==> src/rtl/accum_pkg.sv <==
// Shared definitions for the accumulator link: differencer state encoding and default width.
package accum_pkg;

  typedef enum logic {
    ACC_EMPTY  = 1'b0,
    ACC_PRIMED = 1'b1
  } acc_state_e;

  localparam int ACC_WIDTH = 32;

endpackage

==> src/rtl/accum_differencer.sv <==
// Turns a stream of running totals back into per-sample increments d[n] = s[n] - s[n-1],
// with valid/ready on both sides and a single registered output word.
module accum_differencer
  import accum_pkg::*;
#(
  parameter int WIDTH     = ACC_WIDTH,
  parameter bit SEED_ZERO = 1'b1
) (
  input  logic             i_CLK,
  input  logic             i_RESET,
  input  logic             i_CLEAR,
  input  logic [WIDTH-1:0] i_DATA_IN,
  input  logic             i_VALID,
  output logic             o_READY,
  output logic [WIDTH-1:0] o_DATA_OUT,
  output logic             o_VALID,
  output logic             o_FIRST,
  input  logic             i_READY
);

  function automatic logic [WIDTH-1:0] wrap_sub(input logic [WIDTH-1:0] a,
                                                input logic [WIDTH-1:0] b);
    return a - b;
  endfunction

  acc_state_e       state_q, state_d;
  logic [WIDTH-1:0] prev_q, prev_d;
  logic [WIDTH-1:0] data_q, data_d;
  logic             vld_q, vld_d;
  logic             first_q, first_d;
  // Set after a priming sample when SEED_ZERO=0: the next emitted word is the first one.
  logic             pend_first_q, pend_first_d;

  logic in_xfer;
  logic out_xfer;

  assign o_READY    = !i_CLEAR && (!vld_q || i_READY);
  assign in_xfer    = i_VALID && o_READY;
  assign out_xfer   = vld_q && i_READY;
  assign o_DATA_OUT = data_q;
  assign o_VALID    = vld_q;
  assign o_FIRST    = first_q;

  always_comb begin
    state_d      = state_q;
    prev_d       = prev_q;
    data_d       = data_q;
    vld_d        = vld_q;
    first_d      = first_q;
    pend_first_d = pend_first_q;

    if (out_xfer) begin
      vld_d = 1'b0;
    end

    if (i_CLEAR) begin
      state_d      = ACC_EMPTY;
      prev_d       = '0;
      vld_d        = 1'b0;
      first_d      = 1'b0;
      pend_first_d = 1'b0;
    end else if (in_xfer) begin
      prev_d  = i_DATA_IN;
      state_d = ACC_PRIMED;
      if (state_q == ACC_EMPTY) begin
        if (SEED_ZERO) begin
          data_d  = i_DATA_IN;
          first_d = 1'b1;
          vld_d   = 1'b1;
        end else begin
          pend_first_d = 1'b1;
        end
      end else begin
        data_d       = wrap_sub(i_DATA_IN, prev_q);
        first_d      = pend_first_q;
        vld_d        = 1'b1;
        pend_first_d = 1'b0;
      end
    end
  end

  // Output / history register stage
  always_ff @(posedge i_CLK or posedge i_RESET) begin
    if (i_RESET) begin
      state_q      <= ACC_EMPTY;
      prev_q       <= '0;
      data_q       <= '0;
      vld_q        <= 1'b0;
      first_q      <= 1'b0;
      pend_first_q <= 1'b0;
    end else begin
      state_q      <= state_d;
      prev_q       <= prev_d;
      data_q       <= data_d;
      vld_q        <= vld_d;
      first_q      <= first_d;
      pend_first_q <= pend_first_d;
    end
  end

endmodule

==> config.mk <==
export PLATFORM = sky130hd
export DESIGN_NAME = accum_differencer
export DESIGN_NICKNAME = d
export VERILOG_FILES = /design/src/rtl/accum_pkg.sv /design/src/rtl/accum_differencer.sv
export SDC_FILE = /design/constraint.sdc
export NUM_CORES = 1
export LEC_CHECK = 0
export CELL_PAD_IN_SITES_DETAIL_PLACEMENT = 0
export CELL_PAD_IN_SITES_GLOBAL_PLACEMENT = 1
export CORE_MARGIN = 8
export CORE_UTILIZATION = 44
export CTS_CLUSTER_SIZE = 16
export DETAILED_ROUTE_END_ITERATION = 7
export PLACE_DENSITY = 0.95
export SYNTH_ARGS = -nofsm -noshare
export SYNTH_HDL_FRONTEND = slang
export SYNTH_SLANG_ARGS = --single-unit
==> constraint.sdc <==
create_clock -name i_CLK -period 5.1 [get_ports i_CLK]
set_input_delay 0.51 -clock i_CLK [delete_from_list [all_inputs] [get_ports i_CLK]]
set_output_delay 0.51 -clock i_CLK [all_outputs]
set_load 0.02 [all_outputs]
==> summary.txt, run 1 <==
PortBufs: 71
count of hold-fix buffers inserted at cts: 0
1st-iter DRT viols: 277
Hold Fails Final Rpt: 0
Max Fclk: 0.300 GHz
HPWL after detailed placement: 8180 um
Data required, critical path: 5.33 ns
die area: 0.0138 sq mm
routed length per instance: 15.5 um
setup total negative slack: 0 ns
Worst Setup End Kind: flop
reg2reg end: o_DATA_OUT[31]
power per cell area: 324 mW/mm^2
largest net degree at the start of global routing: 68
CTS Buf Count: 9
clock skew: 0.0130 ns
CTS tree: done
synthesized instance count: 530
Post-Syn Area per Cell: 8.52 sq um
Util after Layout: 0.544
top cells by count, synth: nand2_1 (78), dfrtp_1 (67), a21oi_1 (39)
Synth Flop Type: dfrtp_1
ANT cells: 0
Max Slew Vio Count: 0
Yosys top cell area share: 0.371
Post-CTS Resized: 0
worst reg2reg setup slack: 2.06 ns
fin nets: 655
Initial Utilization: 0.445
crit path max fanout: 6
vias per cell: 5.39
die width: 117 um
Layout area overhead: 22.3%
ranking of synthesized cells by area: dfrtp_1 (37%), ha_1 (8.6%), nand2_1 (6.5%)
Cell Area, Synth: 0.00451 sq mm
VDD IR max: 133 uV
Final Cycle Share: 0.654
Final Non-Filler Cells: 727
WP data arrival: 3.56 ns
crit path kind: input port to flop
Fillers: 912
reg2reg start: prev_q[21]
Hold Path Depth: 2
via count: 3919
DRC viols: 0
worst hold path class: flop to flop
most common cell in the netlist: nand2_1
LEAKAGE: 2.41 nW
root buffer cell: clkbuf_8
Yosys reg bits: 67
asr flop ratio synth: 1.00
vias in the first global route: 4138
top cell type by total area after synthesis: dfrtp_1
FF/Latch Area: 0.00168 sq mm
GRT Total Usage: 0.178
RSZ-0062 raised after global routing: no
Setup Buffers After CTS: 0
Core Area: 0.0101 sq mm
number of flops mapped to enable cells by yosys: 0
share of cells above drive strength 1: 0.0541
total wire length: 11300 um
Hold Crit Start: o_DATA_OUT[21]
post-synth cell types: 51
Total Power: 1.79 mW
status: complete, no violations
post-route antenna net violation count: 0
Chip Height: 117 um
Placed Cells incl. Taps: 711
Clk pin slew, worst setup/hold paths: 0.08 ns
Final setup viols: 0
Hold Path End: o_DATA_OUT[21]
hold_ws: 0.483 ns
Worst R2R Path Depth: 11
post-synthesis net count: 599
Cell Area, Placed: 0.00530 sq mm
Max-Cap Viols: 0
Max clock buf depth: 2
IO Pins: 72
GR Overflow Total: 0
antenna violations before repair: 0
Num Clock Sinks: 67
Final WS setup: 1.77 ns
Clock Latency Late Sink: 0.37 ns
H-tree depth: 3
footprint of the multi-input gates: 0.00256 sq mm
Post-Place Worst Slack: 1.39 ns
first-pass GRT wire length: 19400 um
min Tclk post-route: 3.33 ns
relative slew slack: 0.365
final instance area: 0.00552 sq mm
post-synthesis sequential area ratio: 0.371
drt pass-1 iters: 4
Syn. warnings: 0
Final Wtd Congestion: 0.873
Rows: 37
crit start category: input port
Slew @ Worst Pin: 0.948 ns
power by group:
group	internal, mW	switching, mW	leakage (nW)
Clock	0.276	0.228	0.106
Combinational	0.288	0.355	1.46
Sequential	0.604	0.0362	0.848
Total	1.17	0.619	2.41
cells in the final DEF, fill, tap and decap left out, drive strengths merged, types with 2 or more instances in the layout:
master         count
o21bai             2
a31oi              7
o21a               5
nor2              31
a221o              3
nor3               6
ha                31
clkbuf            10
a21oi             39
dfrtp             67
a211o              2
nor2b             10
mux2i             18
nand4              3
a21o              14
inv               38
and4               2
buf                5
a311oi             2
o221ai             2
xnor2             16
nand2             78
bufinv             2
clkdlybuf4s50     71
and3              12
a31o               5
clkinv             3
o21ai             39
nand3b             3
o31ai             33
xor2               8
and2               2
a211oi             5
nand2b             2
nand3              4
worst max-delay path by stage:
stage,from,slack (ns),cells after the start,endpoint
after global placement,i_DATA_IN[21],1.47,11,o_DATA_OUT[31]
after detailed placement,i_DATA_IN[21],1.39,11,o_DATA_OUT[31]
final,i_DATA_IN[21],1.77,11,o_DATA_OUT[31]
after global routing,i_DATA_IN[0],1.61,13,o_DATA_OUT[26]
after floorplan,i_DATA_IN[21],2.06,10,o_DATA_OUT[31]
after CTS,i_DATA_IN[21],1.78,11,o_DATA_OUT[31]
cell families (layout without fill, tap and decap cells):
| family | count (synthesis) | count (layout) | share of synthesized area |
|---|---|---|---|
| XOR/XNOR | 24 | 24 | 0.0466 |
| AO/OA/AOI/OAI | 163 | 163 | 0.233 |
| multiplexers | 18 | 18 | 0.0399 |
| buffers and inverters | 69 | 130 | 0.0613 |
| adder cells (fa/ha/maj) | 32 | 32 | 0.0904 |
| AND/OR/NAND/NOR | 157 | 157 | 0.158 |
| flip-flops | 67 | 67 | 0.372 |
layer usage:
| metal | GRT usage | part of all wire |
|---|---|---|
| met5 | 0 | 0 |
| met4 | 0.0794 | 0.021 |
| met3 | 0.0369 | 0.041 |
| met2 | 0.306 | 0.50 |
| met1 | 0.208 | 0.44 |
cell type report:
type	instances	share of cell area
flip-flops and latches	67	0.304
well taps	136	0.0308
clock inverters	6	0.0163
repair buffers	76	0.136
clock buffers	10	0.0231
inverters	38	0.0258
multi-input cells	394	0.465
sequential cells by signal, summed over array words and instances, names as in the netlist:
| signal | count |
|---|---|
| o_DATA_OUT | 32 |
| o_FIRST | 1 |
| o_VALID | 1 |
| prev_q | 32 |
| state_q | 1 |
critical path, stage by stage:
cell and delay [ns]:
clkdlybuf4s50_1 0.46, ha_1 0.40, a21o_1 0.23, a31o_1 0.18, a221o_1 0.37, a211o_1 0.28
a221o_1 0.34, or4_1 0.42, o211ai_2 0.17, xnor2_1 0.13, o21ai_1 0.07
(Power assumes the default switching activity.)
==> inputs of run 2 (changes only) <==
--- a/config.mk
+++ b/config.mk
@@ -8,10 +8,10 @@
 export CELL_PAD_IN_SITES_DETAIL_PLACEMENT = 0
 export CELL_PAD_IN_SITES_GLOBAL_PLACEMENT = 1
 export CORE_MARGIN = 8
-export CORE_UTILIZATION = 44
+export CORE_UTILIZATION = 41
 export CTS_CLUSTER_SIZE = 16
 export DETAILED_ROUTE_END_ITERATION = 7
-export PLACE_DENSITY = 0.95
+export PLACE_DENSITY = 0.9
 export SYNTH_ARGS = -nofsm -noshare
 export SYNTH_HDL_FRONTEND = slang
 export SYNTH_SLANG_ARGS = --single-unit
==> constraint.sdc (replaced) <==
create_clock -name i_CLK -period 3.1 [get_ports i_CLK]
set_input_delay 0.31 -clock i_CLK [delete_from_list [all_inputs] [get_ports i_CLK]]
set_output_delay 0.31 -clock i_CLK [all_outputs]
set_load 0.02 [all_outputs]
==> summary.txt, run 2 (same netlist as run 1, synthesis figures left out) <==
status: complete, no violations
vias per cell: 5.29
fin nets: 713
CP max stage cell: clkdlybuf4s50_1
CTS tree: done
Layout area overhead: 33.7%
post-route antenna net violation count: 0
GR Overflow Total: 0
die area: 0.0146 sq mm
via count: 4173
PortBufs: 71
Fillers: 992
Clk pin slew, worst setup/hold paths: 0.07 ns
clock skew: 0.00644 ns
LEAKAGE: 2.73 nW
final instance area: 0.00603 sq mm
first-pass GRT wire length: 20400 um
vias in the first global route: 4358
HPWL after detailed placement: 9020 um
Max Slew Vio Count: 0
antenna violations before repair: 0
share of cells above drive strength 1: 0.153
commonest non-fill, non-tap cell in the layout: nand2_1
Initial Utilization: 0.418
IO Pins: 72
Slew @ Worst Pin: 0.702 ns
largest net degree at the start of global routing: 39
Core Area: 0.0108 sq mm
DRC viols: 0
power per cell area: 509 mW/mm^2
critical path cell sequence: clkdlybuf4s50_1 > ha_2 > and4_2 > a221o_1 > a211o_1 > a221o_1 > or4_4 > o211ai_2 > xnor2_1 > o21ai_1
Clock Latency Late Sink: 0.36 ns
Post-Place Worst Slack: -0.281 ns
setup total negative slack: 0 ns
crit path kind: input port to flop
crit path max fanout: 4
Total Power: 3.07 mW
GRT Total Usage: 0.169
Data required, critical path: 3.33 ns
total wire length: 11900 um
Max Fclk: 0.330 GHz
Util after Layout: 0.559
root buffer cell: clkbuf_8
Final WS setup: 0.0660 ns
Max-Cap Viols: 0
count of hold-fix buffers inserted at cts: 0
cell mode on critical path: a221o_1
1st-iter DRT viols: 269
VDD IR max: 249 uV
commonest cells after routing, fill and taps aside: nand2_1 (77), clkdlybuf4s50_1 (70), dfrtp_1 (67), buf_4 (61), a21oi_1 (38)
Hold Fails Final Rpt: 0
Num Clock Sinks: 67
relative slew slack: 0.531
routed length per instance: 15.1 um
Final Cycle Share: 0.979
Final Wtd Congestion: 0.879
drt pass-1 iters: 5
WP data arrival: 3.27 ns
CP max stage delay: 0.53 ns
CTS Buf Count: 9
Final setup viols: 0
worst hold path class: input port to flop
crit start category: input port
Worst Setup End Kind: flop
H-tree depth: 3
min Tclk post-route: 3.03 ns
Cell Area, Placed: 0.00576 sq mm
Chip Height: 121 um
ANT cells: 0
Max clock buf depth: 2
Rows: 38
die width: 121 um
run 2: cell count changes in the layout (fill, tap and decap cells not counted), sizes merged:
cell and change:
clkbuf +1, dlymetal6s2s +1, buf +58, clkdlybuf4s50 -1, clkinvlp -1
run 2: stage by stage:
step | hold WS (ns) | cells
global route | 0.293 | 789
finish | 0.269 | 789
global placement | 0.465 | 772
floorplan | 0.415 | 530
detailed placement | 0.470 | 772
CTS | 0.387 | 788
run 2: what timing repair did:
action,4_1_cts,5_1_grt
buffers inserted,0,1
endpoints found under the setup margin,0,6
resized for setup,0,10
hold endpoints to repair,0,0
run 2: critical path, delay by kind of cell:
| kind | cells | cell delay [ns] |
|---|---|---|
| AO/OA/AOI/OAI | 5 | 1.30 |
| AND/OR/NAND/NOR | 2 | 0.68 |
| buffers and inverters | 1 | 0.53 |
| adder cells (fa/ha/maj) | 1 | 0.32 |
| XOR/XNOR | 1 | 0.14 |
run 2: area by class of cell:
class	count	area, sq um	area share
Multi-Input combinational cell	394	2600	0.431
Clock inverter	5	75.1	0.0124
Timing Repair Buffer	134	1210	0.201
Clock buffer	11	151	0.0251
Inverter	38	143	0.0236
Tap cell	140	175	0.0290
Sequential cell	67	1680	0.278
run 2: worst paths after layout:
kind	from	end	slack (ns)	depth (start not counted)
hold / removal	i_DATA_IN[21]	prev_q[21]	0.27	3
max in group asynchronous	i_RESET	prev_q[30]	2.09	3
setup reg to reg	prev_q[21]	o_DATA_OUT[31]	0.09	11
hold reg to reg	o_DATA_OUT[11]	o_DATA_OUT[11]	0.48	2
setup / recovery	i_DATA_IN[20]	o_DATA_OUT[31]	0.07	10
min in group asynchronous	i_RESET	o_DATA_OUT[20]	0.38	2
run 2: power by group:
part           switching [mW]  leakage [nW]  internal (mW)
combinational           0.613          1.76          0.566
clock                   0.349         0.119          0.492
sequential             0.0594         0.848          0.994
total                    1.02          2.73           2.05
run 2: layer usage:
layer | up-vias | part of all wire | wire (um) | GRT usage
met3 | 18 | 0.044 | 527 | 0.0372
met1 | 1985 | 0.44 | 5250 | 0.196
met4 | 0 | 0.021 | 248 | 0.0695
li1 | 2098 | - | - | -
met5 | - | 0 | 0 | 0
met2 | 72 | 0.49 | 5880 | 0.295
